File: src/rtl/scan_decoder_if.sv
// scan_decoder_if: control inputs and channel outputs of scan_decoder.
// SCAN_CHMASK_EN adds the ch_mask channel-exclusion vector.
interface scan_decoder_if #(
  parameter int SEL_W   = 2,
  parameter int DWELL_W = 8
);
  localparam int OUT_W = 1 << SEL_W;

  logic               en;
  logic               mode;
  logic [SEL_W-1:0]   a;
  logic [DWELL_W-1:0] dwell;
`ifdef SCAN_CHMASK_EN
  logic [OUT_W-1:0]   ch_mask;
`endif
  logic [OUT_W-1:0]   y;
  logic [SEL_W-1:0]   idx;
  logic               wrap;

`ifdef SCAN_CHMASK_EN
  modport master (
    output en, mode, a, dwell, ch_mask,
    input  y, idx, wrap
  );
  modport slave (
    input  en, mode, a, dwell, ch_mask,
    output y, idx, wrap
  );
`else
  modport master (
    output en, mode, a, dwell,
    input  y, idx, wrap
  );
  modport slave (
    input  en, mode, a, dwell,
    output y, idx, wrap
  );
`endif
endinterface

File: src/rtl/scan_decoder.sv
// scan_decoder: registered one-hot decoder with DIRECT and SCAN modes.
// Optional SCAN_CHMASK_EN enables per-channel exclusion from the scan.
module scan_decoder #(
  parameter int SEL_W      = 2,
  parameter int DWELL_W    = 8,
  parameter int ACTIVE_LOW = 0
) (
  input logic           clk,
  input logic           rst_n,
  scan_decoder_if.slave bus
);
  localparam int OUT_W = 1 << SEL_W;
  localparam logic [OUT_W-1:0] INACT =
    (ACTIVE_LOW != 0) ? {OUT_W{1'b1}} : '0;

  typedef enum logic [1:0] {
    IDLE,
    DIRECT,
    SCAN
  } state_t;

  state_t             state_q, state_d;
  logic [DWELL_W-1:0] cnt_q, cnt_d;
  logic [SEL_W-1:0]   idx_q, idx_d;
  logic               wrap_q, wrap_d;
  logic [OUT_W-1:0]   y_q, y_d;
  logic               act_d;
  logic [OUT_W-1:0]   mask;
  logic               all_masked;

`ifdef SCAN_CHMASK_EN
  assign mask = bus.ch_mask;
`else
  assign mask = '0;
`endif

  assign all_masked = &mask;

  // first unmasked index strictly after cur, wrapping; cur if none other
  function automatic logic [SEL_W-1:0] next_free(
    input logic [SEL_W-1:0] cur,
    input logic [OUT_W-1:0] m
  );
    logic [SEL_W-1:0] r;
    logic [SEL_W-1:0] c;
    logic             found;
    r     = cur;
    found = 1'b0;
    for (int k = 1; k <= OUT_W; k++) begin
      c = cur + SEL_W'(k);
      if (!found && !m[c]) begin
        r     = c;
        found = 1'b1;
      end
    end
    return r;
  endfunction

  function automatic logic [SEL_W-1:0] lowest_free(
    input logic [OUT_W-1:0] m
  );
    logic [SEL_W-1:0] r;
    r = '0;
    for (int k = OUT_W - 1; k >= 0; k--) begin
      if (!m[k]) r = SEL_W'(k);
    end
    return r;
  endfunction

  always_comb begin
    state_d = IDLE;
    cnt_d   = '0;
    idx_d   = '0;
    wrap_d  = 1'b0;
    act_d   = 1'b0;
    if (bus.en) state_d = bus.mode ? SCAN : DIRECT;
    unique case (state_d)
      IDLE: begin
      end
      DIRECT: begin
        idx_d = bus.a;
        act_d = 1'b1;
      end
      SCAN: begin
        if (state_q != SCAN) begin
          idx_d = lowest_free(mask);
          act_d = !all_masked;
        end else if (all_masked) begin
          idx_d = idx_q;
        end else if (mask[idx_q] || cnt_q >= bus.dwell) begin
          idx_d  = next_free(idx_q, mask);
          act_d  = 1'b1;
          wrap_d = idx_d < idx_q;
        end else begin
          idx_d = idx_q;
          cnt_d = cnt_q + DWELL_W'(1);
          act_d = 1'b1;
        end
      end
      default: begin
      end
    endcase
    y_d = act_d ? (OUT_W'(1) << idx_d) : '0;
    y_d = y_d ^ INACT;
  end

  always_ff @(posedge clk) begin
    if (!rst_n) begin
      state_q <= IDLE;
      cnt_q   <= '0;
      idx_q   <= '0;
      wrap_q  <= 1'b0;
      y_q     <= INACT;
    end else begin
      state_q <= state_d;
      cnt_q   <= cnt_d;
      idx_q   <= idx_d;
      wrap_q  <= wrap_d;
      y_q     <= y_d;
    end
  end

  assign bus.y    = y_q;
  assign bus.idx  = idx_q;
  assign bus.wrap = wrap_q;
endmodule

File: src/flat_wrapper.sv
// flat-port wrapper written by rule: the top's interface ports become plain ports
module scan_decoder_flat 
#(
  parameter int SEL_W      = 2,
  parameter int DWELL_W    = 8,
  parameter int ACTIVE_LOW = 0
)
  (clk, rst_n, bus_en, bus_mode, bus_a, bus_dwell, bus_y, bus_idx, bus_wrap);
  scan_decoder_if #(.SEL_W(SEL_W), .DWELL_W(DWELL_W)) bus_i ();
  input logic clk;
  input logic rst_n;
  input wire logic [$bits(bus_i.en)-1:0] bus_en;
  input wire logic [$bits(bus_i.mode)-1:0] bus_mode;
  input wire logic [$bits(bus_i.a)-1:0] bus_a;
  input wire logic [$bits(bus_i.dwell)-1:0] bus_dwell;
  output wire logic [$bits(bus_i.y)-1:0] bus_y;
  output wire logic [$bits(bus_i.idx)-1:0] bus_idx;
  output wire logic [$bits(bus_i.wrap)-1:0] bus_wrap;
  assign bus_i.en = bus_en;
  assign bus_i.mode = bus_mode;
  assign bus_i.a = bus_a;
  assign bus_i.dwell = bus_dwell;
  assign bus_y = bus_i.y;
  assign bus_idx = bus_i.idx;
  assign bus_wrap = bus_i.wrap;
  scan_decoder #(.SEL_W(SEL_W), .DWELL_W(DWELL_W), .ACTIVE_LOW(ACTIVE_LOW)) u_core (.clk(clk), .rst_n(rst_n), .bus(bus_i));
endmodule
File: config.mk
export PLATFORM = sky130hd
export DESIGN_NAME = scan_decoder_flat
export DESIGN_NICKNAME = d
export VERILOG_FILES = /design/src/rtl/scan_decoder_if.sv /design/src/rtl/scan_decoder.sv /design/src/flat_wrapper.sv
export SDC_FILE = /design/constraint.sdc
export NUM_CORES = 1
export LEC_CHECK = 0
export ABC_CLOCK_PERIOD_IN_PS = 2000
export CAP_MARGIN = 20
export CELL_PAD_IN_SITES_DETAIL_PLACEMENT = 1
export CELL_PAD_IN_SITES_GLOBAL_PLACEMENT = 1
export CORE_UTILIZATION = 35
export CTS_BUF_LIST = sky130_fd_sc_hd__clkbuf_16
export DETAILED_ROUTE_END_ITERATION = 8
export PLACE_DENSITY = 0.86
export SETUP_SLACK_MARGIN = 0.02
export SKIP_CTS_REPAIR_TIMING = 1
export SLEW_MARGIN = 5
export SYNTH_ARGS = -nofsm -noshare
export SYNTH_HDL_FRONTEND = slang
export SYNTH_SLANG_ARGS = --single-unit
File: constraint.sdc
create_clock -name clk -period 2 [get_ports clk]
set_input_delay 0.4 -clock clk [delete_from_list [all_inputs] [get_ports clk]]
set_output_delay 0.4 -clock clk [all_outputs]
set_load 0.05 [all_outputs]
==> results of run 1 <==
-- area by class of cell --
type	instances	area share, %
inverters	10	2.82
well taps	28	2.63
flip-flops and latches	17	25.9
repair buffers	26	19.5
multi-input cells	66	43.0
clock inverters	1	0.376
clock buffers	3	5.64
-- power groups by stage --
stage	Clock, mW	Sequential [mW]	Combinational, mW
2_1_floorplan	0	0.363	0.0215
3_3_place_gp	0	0.353	0.0695
5_1_grt	0.432	0.346	0.0890
3_5_place_dp	0	0.353	0.0719
6_report	0.413	0.346	0.0840
4_1_cts	0.410	0.346	0.0742
-- worst min-delay path, stage by stage (launching register included) --
cell and delay [ps]:
dfxtp_2 380, xor2_1 80, nor2_1 70
-- cells in the final DEF, fill, tap and decap left out, drive strengths merged --
cell type,synthesis,layout
a221o,1,1
nor2,12,12
clkbuf,1,3
a211o,1,1
buf,0,6
o21ai,1,1
inv,10,10
and4b,1,1
clkdlybuf4s50,0,14
nand2,7,7
xor2,5,5
clkinv,0,1
dlymetal6s2s,0,6
dfxtp,17,17
a21o,3,3
nor2b,1,1
o211ai,1,1
mux2i,1,1
nand3,7,7
xnor2,2,2
a21oi,4,4
nor3b,1,1
a211oi,2,2
ha,10,10
o211a,1,1
and3,5,5
-- cell families after synthesis --
kind of cell             Yosys count  synth area share, %
adder cells (fa/ha/maj)           10                 14.7
XOR/XNOR                           7                 7.20
flip-flops                        17                 39.9
multiplexers                       1                 1.17
AND/OR/NAND/NOR                   34                 19.1
buffers and inverters             11                 4.85
AO/OA/AOI/OAI                     14                 13.1
-- worst max-delay path by stage --
| stage | from | end | depth (start not counted) |
|---|---|---|---|
| final | u_core.cnt_q[5] | u_core.bus.y[1] | 6 |
| after CTS | bus_dwell[6] | u_core.bus.y[3] | 8 |
| after detailed placement | bus_dwell[6] | u_core.bus.y[3] | 8 |
| after global placement | bus_dwell[6] | u_core.bus.y[3] | 8 |
| after floorplan | bus_dwell[6] | u_core.bus.y[1] | 7 |
| after global routing | u_core.cnt_q[5] | u_core.bus.y[1] | 6 |
-- per-layer routing --
| layer | global-route usage, % | share of wire, % | vias to the layer above |
|---|---|---|---|
| met5 | 0 | 0 | - |
| met4 | 5.41 | 0.73 | 0 |
| met1 | 21.9 | 43 | 371 |
| met2 | 36.8 | 53 | 21 |
| li1 | - | - | 378 |
| met3 | 5.36 | 3.8 | 2 |
-- sequential cells by signal, indices dropped and copies added, names as in the netlist --
signal and cells:
u_core.cnt_q 8, u_core.bus.wrap 1, u_core.state_q 2, u_core.bus.idx 2, u_core.bus.y 4
-- metrics by stage --
| step | hold slack [ps] | setup slack (ps) |
|---|---|---|
| 2_1_floorplan | 448 | 100 |
| 3_3_place_gp | 517 | -519 |
| 3_5_place_dp | 543 | -544 |
| 4_1_cts | 555 | -331 |
| 5_1_grt | 587 | -15.7 |
| 6_report | 562 | 23.8 |
==> results by group, run 1 <==
Timing
  – Clock Skews: 3.82 ps
  – Max Freq: 506 MHz
  – Final setup TNS: 0 ps
  – Slew margin rel.: 64.7%
  – Final setup viols: 0
  – Worst slew pin tran: 528 ps
  – Final Hold Viols: 0
  – Max Slew Vio Count: 0
  – Min Tclk post-route: 1980 ps
  – Fin crit share: 98.8%

Placement
  – Placed Area: 1120 um2
  – GP Congestion: 0.796
  – DP Wirelength: 1620 um
  – Total placed cells including tap cells: 146
  – Port Buffer Count: 20

Drt
  – Via Count: 772
  – Final wirelength: 2610 um
  – Drc violations: 0
  – 1st-iter DRT viols: 5
  – Number of routed nets with antenna violations: 0
  – DR pass1 iterations: 4
  – WL/cell: 17.3 um
  – Routed vias/inst: 5.11

Floorplanning
  – Die ar.: 2640 um2
  – I/O pin count: 21
  – Die H: 51.3 um
  – Std cell rows: 17
  – Core ar.: 2250 um2
  – Initial Util: 37.8%
  – Die width: 51.3 um

Power and ir drop
  – Internal Power: 654 uW
  – Reg power frac: 41.0%
  – Tot Pwr: 843 uW
  – Worst vdd ir: 0.000456 V
  – Clock power share: 49.0%
  – Static Leakage: 0.605 nW
  – PwrDens: 634 nW/um2
  – Psw: 190 uW
  – Sw Ratio: 22.5%
  – Combinational power share: 10.0%

Worst hold path
  – Hold path start: u_core.cnt_q[7]
  – Hold depth: 2
  – Hold EP: u_core.cnt_q[7]
  – Hold crit path type: reg2reg

Yosys
  – Cell taking the most area after synthesis: dfxtp_1
  – Post-Syn Instances: 94
  – Post-synth top area share: 39.9%
  – Net Count, Synth: 118
  – Most common cell in the netlist: dfxtp_1
  – Syn avg cell area: 9.06 um2
  – Share of the yosys chip area belonging to registers: 39.9%
  – Dominant cells by area after synthesis: dfxtp_1, ha_1, nor2_1
  – Synthesized cell area: 852 um2
  – Commonest cells post-synth: dfxtp_1, nor2_1, ha_1, inv_1
  – Ys Warns: 0
  – Ys flop type: dfxtp_1
  – Synth Register Bits: 17
  – Unique masters post-synth: 24
  – Post-synth ARST share: 0%
  – Post-synth EDFFs: 0

Finish
  – Area growth syn-to-layout: 56.2%
  – Final Net Count: 148
  – # fillers: 250
  – Layout cells sized above 1: 27.6%
  – Cell area after layout: 1330 um2
  – Diode count: 0
  – Storage cell area: 345 um2
  – Final core utilization: 59.0%
  – Area of the multi-input gates: 573 um2
  – Non-Filler Instances: 151

Global routing
  – Initial antenna violation count: 0
  – First-pass GRT wire length: 3750 um
  – Vias in the first global route: 857
  – Largest net degree at the start of global routing: 11
  – Grt total ovfl: 0
  – GRT Total Usage: 19.8%

Job
  – Maxcap violations: 0

Clock tree
  – H-tree depth: 1
  – Root buf cell: clkbuf_16
  – Clock slew at reported path FFs: 60 ps
  – TritonCTS buffer count: 3
  – CTS sink count: 17
  – Clock Latency Late Sink: 250 ps
  – Max Root-Sink Buffers: 2
  – CTS tree: yes

Critical path
  – CP cell instances: ha_1 -> and3_4 -> a221o_1 -> a21oi_4 -> mux2i_4 -> a21oi_2
  – CP required: 2130 ps
  – CP endpoint kind: flip-flop
  – CP max-delay cell: a221o_1
  – WP data arrival: 2110 ps
  – Crit start category: flip-flop
  – Worst Setup Path Type: reg2reg
  – CP top delay family: compound AO/OA/AOI/OAI gates
  – FF-to-FF Start: u_core.cnt_q[5]
  – Slowest stage delay, CP: 380 ps
  – FF-to-FF setup slack: 20 ps
  – CP Max Fanout: 6
  – RR Endpoint: u_core.bus.y[1]
  – WP buf/inv: 0
  – Worst Reg-to-Reg Cells: 6

Run status
  – Outcome: completed
(Power assumes the default switching activity.)
==> inputs of run 2 (changes only) <==
CTS_CLUSTER_DIAMETER = 100   (was not set)
==> results of run 2 <==
Final layout, timing and power as in run 1 (identical DEF).
==> inputs of run 3 (changes only) <==
PLACE_DENSITY = not set   (was 0.86)
PLACE_DENSITY_LB_ADDON = 0.1   (was not set)
==> results by group, run 3 (synthesis results as in run 1) <==
Run status
  – Outcome: completed

Placement
  – DP Wirelength: 1500 um (-7.3%)
  – Port Buffer Count: 20 (unchanged)
  – GP Congestion: 0.731 (-8.2%)

Floorplanning
  – Die H: 51.3 um (unchanged)
  – I/O pin count: 21 (unchanged)
  – Initial Util: 37.8% (unchanged)
  – Std cell rows: 17 (unchanged)
  – Die width: 51.3 um (unchanged)
  – Die ar.: 2640 um2 (unchanged)
  – Core ar.: 2250 um2 (unchanged)

Drt
  – Routed vias/inst: 5.13 (+0.28%)
  – Top sig layer: met4
  – WL met3: 67 um (-32%)
  – 1st-iter DRT viols: 7 (+2)
  – Final wirelength: 2360 um (-9.7%)
  – Number of routed nets with antenna violations: 0 (unchanged)
  – Met1 wire length: 1000 um (-11%)
  – Via Count: 769 (-0.39%)
  – DR pass1 iterations: 4 (unchanged)
  – WL met2: 1280 um (-6.8%)
  – Drc violations: 0 (unchanged)
  – WL/cell: 15.7 um (-9.1%)

Critical path
  – Slowest stage delay, CP: 460 ps (+80 ps)
  – CP cell instances: clkdlybuf4s50_1 -> inv_1 -> ha_2 -> nand2_1 -> o21ai_4 -> a21oi_4 -> o211a_1 -> a211oi_1
  – CP endpoint kind: flip-flop
  – Worst Reg-to-Reg Cells: 6 (unchanged)
  – RR Endpoint: u_core.bus.idx[0]
  – CP max-delay cell: clkdlybuf4s50_1
  – CP Max Fanout: 6 (unchanged)
  – Worst Setup Path Type: in2reg
  – FF-to-FF Start: u_core.cnt_q[4]
  – CP required: 2160 ps (+30 ps)
  – WP data arrival: 2130 ps (+20 ps)
  – Crit start category: primary input
  – FF-to-FF setup slack: 50 ps (+30 ps)

Clock tree
  – Clock slew at reported path FFs: 50 ps (about the same)
  – H-tree depth: 1 (unchanged)
  – Max Root-Sink Buffers: 2 (unchanged)
  – CTS tree: yes
  – Clock Latency Late Sink: 240 ps (about the same)
  – CTS sink count: 17 (unchanged)
  – Root buf cell: clkbuf_16
  – TritonCTS buffer count: 3 (unchanged)

Finish
  – Diode count: 0 (unchanged)
  – # fillers: 260 (+4.0%)
  – Largest register FFs: 8 (unchanged)
  – Area growth syn-to-layout: 55.2%
  – Top reg by flops: u_core.cnt_q
  – Area of the multi-input gates: 576 um2 (+0.44%)
  – Most frequent cells in the layout: dfxtp_1, clkdlybuf4s50_1, nor2_1
  – Commonest non-fill, non-tap cell in the layout: dfxtp_1
  – Storage cell area: 343 um2 (-0.72%)
  – Final Net Count: 147 (-0.68%)
  – Layout cells sized above 1: 24.6% (-3.1 points)

Timing
  – Final setup viols: 0 (unchanged)
  – Final setup TNS: 0 ps (unchanged)
  – Fin crit share: 98.7% (about the same)
  – Worst slew pin tran: 501 ps (-27.8 ps)
  – Min Tclk post-route: 1970 ps (-1.74 ps)
  – Max Slew Vio Count: 0 (unchanged)
  – Max Freq: 506 MHz (about the same)
  – Slew margin rel.: 66.5% (+1.9 points)
  – Final Hold Viols: 0 (unchanged)
  – Clock Skews: 1.92 ps (-1.90 ps)

Worst hold path
  – Hold path start: u_core.cnt_q[0]
  – Hold EP: u_core.cnt_q[0]
  – Hold crit path type: reg2reg
  – Hold depth: 2 (unchanged)

Power and ir drop
  – Static Leakage: 0.602 nW (-0.47%)
  – PwrDens: 618 nW/um2 (-2.5%)
  – Tot Pwr: 817 uW (-3.1%)
  – Worst vdd ir: 0.000519 V (+14%)

Global routing
  – Grt total ovfl: 0 (unchanged)
  – Initial antenna violation count: 0 (unchanged)
  – First-pass GRT wire length: 3470 um (-7.5%)
  – Largest net degree at the start of global routing: 10 (-1)
  – Vias in the first global route: 819 (-4.4%)
  – GRT Total Usage: 18.1% (-1.7 points)

Job
  – Maxcap violations: 0 (unchanged)
==> run 3: layout make-up <==
type	instances	share of cell area (%)
Inverter	10	2.84
Multi-Input combinational cell	66	43.5
Tap cell	28	2.65
Timing Repair Buffer	25	19.1
Sequential cell	17	25.9
Clock buffer	3	5.68
Clock inverter	1	0.284
==> run 3: routing by layer <==
metal  global-route usage, %  up-vias
met5                       0        -
met1                    18.4      376
met3                    6.55        2
met2                    34.0       10
li1                        -      381
met4                    5.41        0
==> run 3: how the worst max path moves through the flow <==
stage | slack [ps] | cells after the start | start | end
floorplan | 100 | 7 | bus_dwell[6] | u_core.bus.y[1]
global placement | -450 | 8 | bus_dwell[6] | u_core.bus.y[2]
detailed placement | -540 | 8 | bus_dwell[6] | u_core.bus.y[1]
CTS | -270 | 8 | bus_dwell[6] | u_core.bus.y[3]
global route | -40 | 6 | u_core.cnt_q[7] | u_core.bus.idx[0]
finish | 30 | 8 | bus_dwell[1] | u_core.bus.y[2]
==> run 3: worst max-delay path, delay by kind of cell <==
family | cells | cell delay (ps)
adders and majority gates | 1 | 310
AOI/OAI and AO/OA | 4 | 820
and+or+nand+nor | 1 | 100
buffers and inverters | 2 | 510
==> run 3: where the power goes <==
group	switching [mW]	total, mW	internal [mW]	leakage (nW)
Combinational	0.0409	0.0828	0.0418	0.421
Clock	0.123	0.388	0.265	0.0423
Sequential	0.00213	0.346	0.344	0.139
==> run 3: metrics by stage <==
step / setup slack (ps) / hold slack, ps / util [%] / instance area [um2] / cells
finish: 25.6 / 549 / 58.7 / 1320 / 150
global route: -42.9 / 573 / 58.7 / 1320 / 150
CTS: -271 / 539 / 53.2 / 1200 / 150
detailed placement: -544 / 522 / 49.7 / 1120 / 146
global placement: -453 / 502 / 49.7 / 1120 / 146
floorplan: 100 / 448 / - / 852 / 94
